===== config.mk =====
export PLATFORM = sky130hd
export DESIGN_NAME = sfft_buffer_reader
export DESIGN_NICKNAME = d
export VERILOG_FILES = /design/src/rtl/sfft_pkg.sv /design/src/rtl/sfft_reader_fifo.sv /design/src/rtl/sfft_buffer_reader.sv
export SDC_FILE = /design/constraint.sdc
export NUM_CORES = 1
export LEC_CHECK = 0
export BUFFER_PORTS_ARGS = -buffer_cell sky130_fd_sc_hd__buf_4
export CAP_MARGIN = 40
export CORE_ASPECT_RATIO = 1.4
export CORE_MARGIN = 2
export CORE_UTILIZATION = 47
export CTS_CLUSTER_SIZE = 8
export DETAILED_ROUTE_END_ITERATION = 16
export GPL_TIMING_DRIVEN = 0
export PLACE_DENSITY = 0.67
export RECOVER_POWER = 50
export REMOVE_ABC_BUFFERS = 1
export SYNTH_ARGS = -nofsm -noshare
export SYNTH_HDL_FRONTEND = slang
export SYNTH_SLANG_ARGS = --single-unit

===== constraint.sdc =====
create_clock -name clk -period 2.8 [get_ports clk]
set_input_delay 0.42 -clock clk [delete_from_list [all_inputs] [get_ports clk]]
set_output_delay 0.42 -clock clk [all_outputs]
set_load 0.01 [all_outputs]

===== src/rtl/sfft_pkg.sv =====
// sfft_pkg: shared types, widths and helpers for the SFFT buffer reader
package sfft_pkg;

    localparam int SFFT_ADDR_W   = 4;
    localparam int SFFT_DATA_W   = 16;
    localparam int SFFT_NUM_BINS = 8;
    localparam int FIFO_DEPTH    = 4;

    typedef struct packed {
        logic signed [SFFT_DATA_W-1:0] re;
        logic signed [SFFT_DATA_W-1:0] im;
    } complex_t;

    typedef struct packed {
        logic [SFFT_ADDR_W-2:0] idx;
        complex_t               a;
        complex_t               b;
    } bin_pair_t;

    typedef enum logic [1:0] {
        IDLE,
        READ,
        DRAIN,
        DONE
    } reader_state_e;

    // Absolute value as an unsigned word; the most negative input maps to 2^(W-1)
    function automatic logic [SFFT_DATA_W-1:0] uabs(logic [SFFT_DATA_W-1:0] x);
        return x[SFFT_DATA_W-1] ? -x : x;
    endfunction

    // |re| + |im| widened by one bit so the sum can never wrap
    function automatic logic [SFFT_DATA_W:0] cmag(complex_t c);
        return {1'b0, uabs(c.re)} + {1'b0, uabs(c.im)};
    endfunction

endpackage


===== src/rtl/sfft_reader_fifo.sv =====
// sfft_reader_fifo: small synchronous FIFO of bin pairs with occupancy count
module sfft_reader_fifo
    import sfft_pkg::*;
#(
    parameter int DEPTH = 4
) (
    input  logic                       clk,
    input  logic                       reset_n,
    input  logic                       push,
    input  logic                       pop,
    input  bin_pair_t                  wdata,
    output bin_pair_t                  rdata,
    output logic [$clog2(DEPTH+1)-1:0] count
);

    localparam int PW = $clog2(DEPTH);
    localparam int CW = $clog2(DEPTH+1);

    bin_pair_t         mem [DEPTH];
    logic [PW-1:0]     wr_ptr;
    logic [PW-1:0]     rd_ptr;

    assign rdata = mem[rd_ptr];

    // Storage, wrapping pointers and occupancy; the caller guarantees no overflow/underflow
    always_ff @(posedge clk or negedge reset_n) begin
        if (!reset_n) begin
            for (int i = 0; i < DEPTH; i++) mem[i] <= '0;
            wr_ptr <= '0;
            rd_ptr <= '0;
            count  <= '0;
        end else begin
            if (push) begin
                mem[wr_ptr] <= wdata;
                wr_ptr      <= (wr_ptr == PW'(DEPTH-1)) ? '0 : wr_ptr + 1'b1;
            end
            if (pop) rd_ptr <= (rd_ptr == PW'(DEPTH-1)) ? '0 : rd_ptr + 1'b1;
            count <= count + CW'(push) - CW'(pop);
        end
    end

endmodule


===== src/rtl/sfft_buffer_reader.sv =====
// sfft_buffer_reader: sweeps the Real/Imag buffer two bins per cycle and streams pairs
// over valid/ready. Optional SFFT_READER_MAG_EN adds |re|+|im| outputs per bin.
module sfft_buffer_reader #(
    parameter int ADDR_W     = sfft_pkg::SFFT_ADDR_W,
    parameter int DATA_W     = sfft_pkg::SFFT_DATA_W,
    parameter int NUM_BINS   = sfft_pkg::SFFT_NUM_BINS,
    parameter int FIFO_DEPTH = sfft_pkg::FIFO_DEPTH
) (
    input  logic              clk,
    input  logic              reset_n,
    input  logic              start,
    output logic              busy,
    output logic              done,
    output logic [ADDR_W-1:0] ramAddress_A,
    output logic [ADDR_W-1:0] ramAddress_B,
    output logic              ramWriteEnable_A,
    output logic              ramWriteEnable_B,
    input  logic [DATA_W-1:0] ramDataReal_A,
    input  logic [DATA_W-1:0] ramDataReal_B,
    input  logic [DATA_W-1:0] ramDataImag_A,
    input  logic [DATA_W-1:0] ramDataImag_B,
    output logic              outValid,
    input  logic              outReady,
    output logic [ADDR_W-2:0] outPairIndex,
    output logic [DATA_W-1:0] outReal_A,
    output logic [DATA_W-1:0] outReal_B,
    output logic [DATA_W-1:0] outImag_A,
    output logic [DATA_W-1:0] outImag_B,
    output logic              outLast
`ifdef SFFT_READER_MAG_EN
    ,
    output logic [DATA_W:0]   outMag_A,
    output logic [DATA_W:0]   outMag_B
`endif
);

    import sfft_pkg::*;

    localparam int                NUM_PAIRS = NUM_BINS / 2;
    localparam int                CW        = $clog2(FIFO_DEPTH + 1);
    localparam logic [ADDR_W-2:0] LAST_IDX  = (ADDR_W-1)'(NUM_PAIRS - 1);

    reader_state_e     state;
    reader_state_e     state_nxt;
    logic [ADDR_W-2:0] pair_cnt;
    logic [ADDR_W-2:0] idx1;
    logic [ADDR_W-2:0] idx2;
    logic              v1;
    logic              v2;
    logic              issue;
    logic              fire;
    logic [CW-1:0]     count;
    bin_pair_t         head;
    bin_pair_t         wdata;

    // A pair may be issued only if the FIFO has room for it after everything already in flight lands
    assign issue = (state == READ) &&
                   ((CW+2)'(FIFO_DEPTH) > (CW+2)'(count) + (CW+2)'(v1) + (CW+2)'(v2));
    assign fire  = outValid && outReady;
    assign wdata = {idx2, ramDataReal_A, ramDataImag_A, ramDataReal_B, ramDataImag_B};

    assign busy             = (state != IDLE);
    assign done             = (state == DONE);
    assign ramWriteEnable_A = 1'b0;
    assign ramWriteEnable_B = 1'b0;
    assign outValid         = (count != '0);
    assign outPairIndex     = head.idx;
    assign outReal_A        = head.a.re;
    assign outImag_A        = head.a.im;
    assign outReal_B        = head.b.re;
    assign outImag_B        = head.b.im;
    assign outLast          = outValid && (head.idx == LAST_IDX);
`ifdef SFFT_READER_MAG_EN
    assign outMag_A         = cmag(head.a);
    assign outMag_B         = cmag(head.b);
`endif

    // State register
    always_ff @(posedge clk or negedge reset_n) begin
        if (!reset_n) state <= IDLE;
        else          state <= state_nxt;
    end

    // Next state: issue all pairs, wait for the last beat to leave, pulse done for one cycle
    always_comb begin
        state_nxt = state;
        case (state)
            IDLE:    state_nxt = start ? READ : IDLE;
            READ:    state_nxt = (issue && pair_cnt == LAST_IDX) ? DRAIN : READ;
            DRAIN:   state_nxt = (fire && outLast) ? DONE : DRAIN;
            default: state_nxt = IDLE;
        endcase
    end

    // Address issue plus a two-stage tag pipeline matching the buffer's registered read
    always_ff @(posedge clk or negedge reset_n) begin
        if (!reset_n) begin
            pair_cnt     <= '0;
            ramAddress_A <= '0;
            ramAddress_B <= '0;
            v1           <= 1'b0;
            v2           <= 1'b0;
            idx1         <= '0;
            idx2         <= '0;
        end else begin
            if (issue) begin
                ramAddress_A <= {pair_cnt, 1'b0};
                ramAddress_B <= {pair_cnt, 1'b1};
                pair_cnt     <= pair_cnt + 1'b1;
            end
            if (state == DONE) pair_cnt <= '0;
            v1   <= issue;
            idx1 <= pair_cnt;
            v2   <= v1;
            idx2 <= idx1;
        end
    end

    sfft_reader_fifo #(
        .DEPTH (FIFO_DEPTH)
    ) u_fifo (
        .clk     (clk),
        .reset_n (reset_n),
        .push    (v2),
        .pop     (fire),
        .wdata   (wdata),
        .rdata   (head),
        .count   (count)
    );

endmodule


======== After elaboration in Yosys (flattened, before gate mapping) ========
Cells that the tools add are included.
storage, ports and cells
  register bits after elaboration ......... 295
  input bits .............................. 68
  word-level logic and storage cells ...... 75
cells by class
  $add $sub $neg .......................... 7
  order comparisons ....................... 4
  eq/ne operators ......................... 7
  mux-type cells .......................... 14
  bitwise gates (word level) .............. 2
  reduce and logical (&&, ||, !) cells .... 10
operator list
  cell                   count
  $bwmux W268            1
  $mux W67               3
  $bmux W67 S2           1
  $demux W67 S2          1
  $eq A2 B2 Y1 const B   4
  $eq A3 B2 Y1 const B   2
  $ge A3 B3 Y1 const B   2
  $logic_and A1 B1 Y1    6
  $mux W2                3
  $mux W3                2
  $not A2 Y3             2
  $pmux W2 S3            1
  $add A4 B1 Y5          1
  $gt A3 B5 Y1 const A   1
  $add A2 B1 Y2 const B  2
  $add A3 B1 Y4          1
  $reduce_bool A2 Y1     2
  $add A3 B1 Y3          1
  $add A3 B1 Y3 const B  1
  $lt A3 B1 Y1 const B   1
  $reduce_bool A3 Y1     1
  $sub A3 B1 Y3          1
  $eq A2 B1 Y1 const B   1
  $logic_not A2 Y1       1
  $mux W1                2

======== Logic depth before layout (Yosys ltp) ========
  word-level depth ........................ 9
  mapped depth ............................ 8

======== By module ========
A second synthesis with hierarchy kept.
second synthesis, totals
  cells, all modules ...................... 748
  area, all modules ....................... 12757.2 sq um
by module, submodules not included
  module              times used  cells an instance  area an instance (sq um)  seq. area each (sq um)
  sfft_reader_fifo    1           682                11977.7                   6881.6
  sfft_buffer_reader  1           66                 779.5                     425.4

======== Least setup slack after synthesis ========
Ideal clock, no wire load.
  kind .................................... reg2reg
  from .................................... register u_fifo.count[0]
  to ...................................... register u_fifo.count[2]
  arrival ................................. 2.159 ns
  data required time ...................... 2.677 ns
  slack ................................... 0.518 ns
  stages on the path, launching flop included .. 9
  period minus slack after synthesis ...... 2.282 ns
  cells stage by stage .................... dfrtp_1 -> or3_2 -> and2_1 -> buf_2 -> ha_1 -> inv_1 -> ha_1 -> fa_1 -> xnor2_1
between the ends
  word-level cells in the longest chain between the ends .. 3
RTL lines
  item                    line                      source
  start, declared         sfft_reader_fifo.sv:13    output logic [$clog2(DEPTH+1)-1:0] count
  start signal, assigned  sfft_reader_fifo.sv:38    count <= count + CW'(push) - CW'(pop);
  $reduce_bool A3 Y1      sfft_buffer_reader.sv:66  assign outValid = (count != '0);
  named net outValid      sfft_buffer_reader.sv:22  output logic outValid,
  $logic_and A1 B1 Y1     sfft_buffer_reader.sv:59  assign fire = outValid && outReady;
  named net fire          sfft_buffer_reader.sv:51  logic fire;
  $sub A3 B1 Y3           sfft_reader_fifo.sv:38
The timed path passes the listed nets, and every way through them passes these cells.
A chain may end at the register's enable or synchronous reset.

======== Final worst setup path ========
  from .................................... register u_fifo.rd_ptr[0]
  to ...................................... output port outLast
between the ends
  word-level cells in the longest chain between the ends .. 6
RTL lines
  item                                         line                      source
  start, declared                              sfft_reader_fifo.sv:21    logic [PW-1:0] rd_ptr;
  start signal, assigned                       sfft_reader_fifo.sv:37    if (pop) rd_ptr <= (rd_ptr == PW'(DEPTH-1)) ? '0 : rd_ptr + 1'b1;
  $not A2 Y3 (not written as such)             sfft_reader_fifo.sv:23    assign rdata = mem[rd_ptr];
  $bmux W67 S2                                 sfft_reader_fifo.sv:23
  $mux W67 (not written as such) (2 in a row)  sfft_reader_fifo.sv:23
  $eq A3 B2 Y1                                 sfft_buffer_reader.sv:72  assign outLast = outValid && (head.idx == LAST_IDX);
  $logic_and A1 B1 Y1                          sfft_buffer_reader.sv:72
  end, declared                                sfft_buffer_reader.sv:29  output logic outLast
Every way passes these cells. The select of a mux whose other input is x is not followed.

==> results.py <==
metrics = {
    "power": {
        "peakVddDrop_uv": 832.0,
        "seqPwrFrac_pct": 37.0,
        "combPwrFrac_pct": 41.1,
        "pwr-share-clk_pct": 21.8,
        "p_sw_mw": 6.340,
        "leakage_nw": 6.642,
        "p_int_mw": 14.50,
        "cellPowerDensity_nw_per_um2": 1366,
        "total_power_mw": 20.84,
        "switching_share_pct": 30.43,
    },
    "timing": {
        "maxSlewViolCount": 69,
        "skew_ps": 10.01,
        "slew_headroom_pct": -20.36,
        "setup_viol": 0,
        "tightest_slew_ps": 1805,
        "rsz0062_at_grt": "no",
        "max_freq_ghz": 0.3719,
        "period_minus_slack_ps": 2689,
        "finalCritPeriodShare_pct": 96.04,
        "hold_viol": 0,
    },
    "logic_synthesis": {
        "async_flop_share_pct": 100.0,
        "ys_ff_latch": 292,
        "synth_top_area_share_pct": 58.17,
        "yosysTopAreaCell": "dfrtp_1",
        "ys.flop_type": "dfrtp_1",
        "synth_edf_count": 0,
        "yosys_warnings": 0,
        "netlist_instances": 741,
        "netlist_area_um2": 12560,
        "yosysUniqueCellTypes": 29,
        "yosysSeqAreaShare_pct": 58.17,
        "avgSynthCellArea_um2": 16.95,
        "synthTopCellsByArea": "dfrtp_1 (58%), mux2_2 (24%), mux4_2 (12%)",
    },
    "critical_path": {
        "setup.worst_path.start": "u_fifo.rd_ptr[0]",
        "required_ps": 2380,
        "worstReg2RegStart": "u_fifo.count[0]",
        "reg2regPathDepth": 7,
        "cp_max_fo": 11,
        "crit_end": "outLast",
        "worstReg2RegEnd": "u_fifo.count[2]",
        "critPathKind": "reg2out",
        "crit_path_end_kind": "output port",
        "r2r_slack_ps": 390,
        "worstSetupStartpointType": "flip-flop",
        "cp.arrival_ps": 2270,
    },
    "placement": {
        "placedInstanceArea_um2": 14070,
        "port_buffers": 145,
        "hpwl_mm": 16.85,
        "gp_congestion": 0.7597,
    },
    "grt": {
        "grtUsageTotal_pct": 20.15,
        "antenna_found_initial": 0,
        "grt_max_degree": 117,
        "grt_pass1_wl_mm": 43.68,
        "grt.overflow.total": 0,
        "grt_pass1_vias": 8233,
    },
    "clock_tree": {
        "cts_buffers": 42,
        "cts_max_path_buffers": 3,
        "cts_tree": "built",
        "clk_pin_slew_ps": 50,
        "cts_sinks": 292,
        "root_buffer": "clkbuf_16",
        "clk_latency_ps": 520,
        "ctsHtreeMaxLevel": 2,
    },
    "layout": {
        "finalNetCount": 974,
        "diodes": 0,
        "layout_common_cells": "dfrtp_1 (290), mux2_2 (273), buf_4 (137)",
        "layout_commonest_cell": "dfrtp_1",
        "drive_above_1_share_pct": 60.69,
        "syn2layout_area_growth_pct": 21.47,
        "post-route-cell-area_um2": 15260,
    },
    "die": {
        "die_area_um2": 28070,
        "coreArea_um2": 26190,
        "die_w_um": 142.2,
        "start_util_pct": 47.96,
        "rows": 70,
        "ioPinCount": 149,
        "die_y_um": 197.4,
    },
    "route": {
        "dr.pass1.iters": 4,
        "dr.first_iter.drc_count": 268,
        "drc_errors": 0,
        "wl_per_cell_um": 22.26,
        "via_per_inst": 5.701,
        "dr_total_vias": 6967,
        "wirelength_mm": 27.20,
        "ant_nets": 0,
    },
    "worst_hold_path": {
        "hp-class": "in2reg",
    },
    "status": {
        "status": "complete, but fails checks",
        "violations": "capacitance limit, slew limit",
    },
    "run": {
        "drv_cap": 1,
    },
}
[power groups by stage]
stage	clock, mW	sequential (mW)	combinational (mW)
global placement	0	7.77	7.84
floorplan	0	7.50	5.44
global route	4.83	7.97	9.20
CTS	4.67	7.72	8.79
finish	4.55	7.72	8.57
detailed placement	0	7.95	8.42
[worst min-delay path by stage]
stage | startpoint | endpoint | cells after the start
after floorplan | reset_n | idx1[0] | 0
after global placement | idx1[1] | idx2[1] | 0
after detailed placement | idx1[0] | idx2[0] | 0
after CTS | ramDataImag_B[14] | u_fifo.mem[148] | 2
after global routing | ramDataImag_B[0] | u_fifo.mem[134] | 2
final | ramDataReal_B[12] | u_fifo.mem[95] | 2
[logic make-up after synthesis]
family / share of synthesized area (%)
and+or+nand+nor: 1.076
adders and majority gates: 1.255
AOI/OAI and AO/OA: 0.3587
xor gates and xnor gates: 0.06974
other: 0.02985
buffers and inverters: 2.311
muxes: 36.73
DFF: 58.17
[flip-flops by register name, indices dropped and copies added (netlist names)]
name / flops
u_fifo.mem: 268
u_fifo.wr_ptr: 2
pair_cnt: 3
v2: 1
u_fifo.rd_ptr: 2
u_fifo.count: 3
idx2: 3
v1: 1
state: 2
ramAddress_B: 4
idx1: 3
[Yosys cell counts, drive strengths merged, types with 2 or more instances]
| library cell | instances |
|---|---|
| o21ai | 2 |
| nor2 | 3 |
| nor3 | 3 |
| nand2b | 2 |
| clkbuf | 14 |
| mux4 | 67 |
| inv | 10 |
| nand2 | 10 |
| buf | 36 |
| mux2i | 3 |
| ha | 11 |
| and2 | 2 |
| or2 | 2 |
| mux2 | 273 |
| dfrtp | 292 |
[layer usage]
layer | share of wire [%] | up-vias | wire, um | global-route usage (%)
met3 | 3.4 | 50 | 924 | 3.539
met1 | 38 | 3738 | 10240 | 22.98
met5 | 0 | - | 0 | 0
met2 | 56 | 156 | 15330 | 37.57
li1 | - | 3023 | - | -
met4 | 2.6 | 0 | 711 | 7.259
[area by class of cell]
| cell class | count | area (um2) |
|---|---|---|
| Timing Repair Buffer | 157 | 1335 |
| Inverter | 10 | 37.54 |
| Multi-Input combinational cell | 391 | 5001 |
| Clock buffer | 47 | 1134 |
| Clock inverter | 1 | 30.03 |
| Sequential cell | 292 | 7315 |
| Fill cell | 1974 | 10930 |
| Tap cell | 324 | 405.4 |
[stage by stage]
step                      hold WS [ps]  utilization [%]  cells  worst slack, ps  TNS, ps
final                            157.4            58.26   1222            110.8        0
after global routing             144.0            58.26   1222            36.73        0
after CTS                        133.1            58.46   1222            69.22        0
after detailed placement         338.9            53.72   1170            194.2        0
after global placement           334.0            52.73   1162            -2889  -731900
after floorplan                  124.4                -    693            -1444   -72700
[critical path: stages (launching register included)]
cell	delay [ps]
dfrtp_4	620
mux4_2	600
and3b_1	270
and2_1	130
buf_4	110
[what timing repair did]
| action | in CTS | in global routing |
|---|---|---|
| endpoints found under the hold margin | 68 | 0 |
| setup buffers | 3 | 0 |
| setup endpoints to repair | 42 | 0 |
| gates resized for setup | 0 | 0 |
| hold buffers | 1 | 0 |
Power figures use the tool's default switching activity.
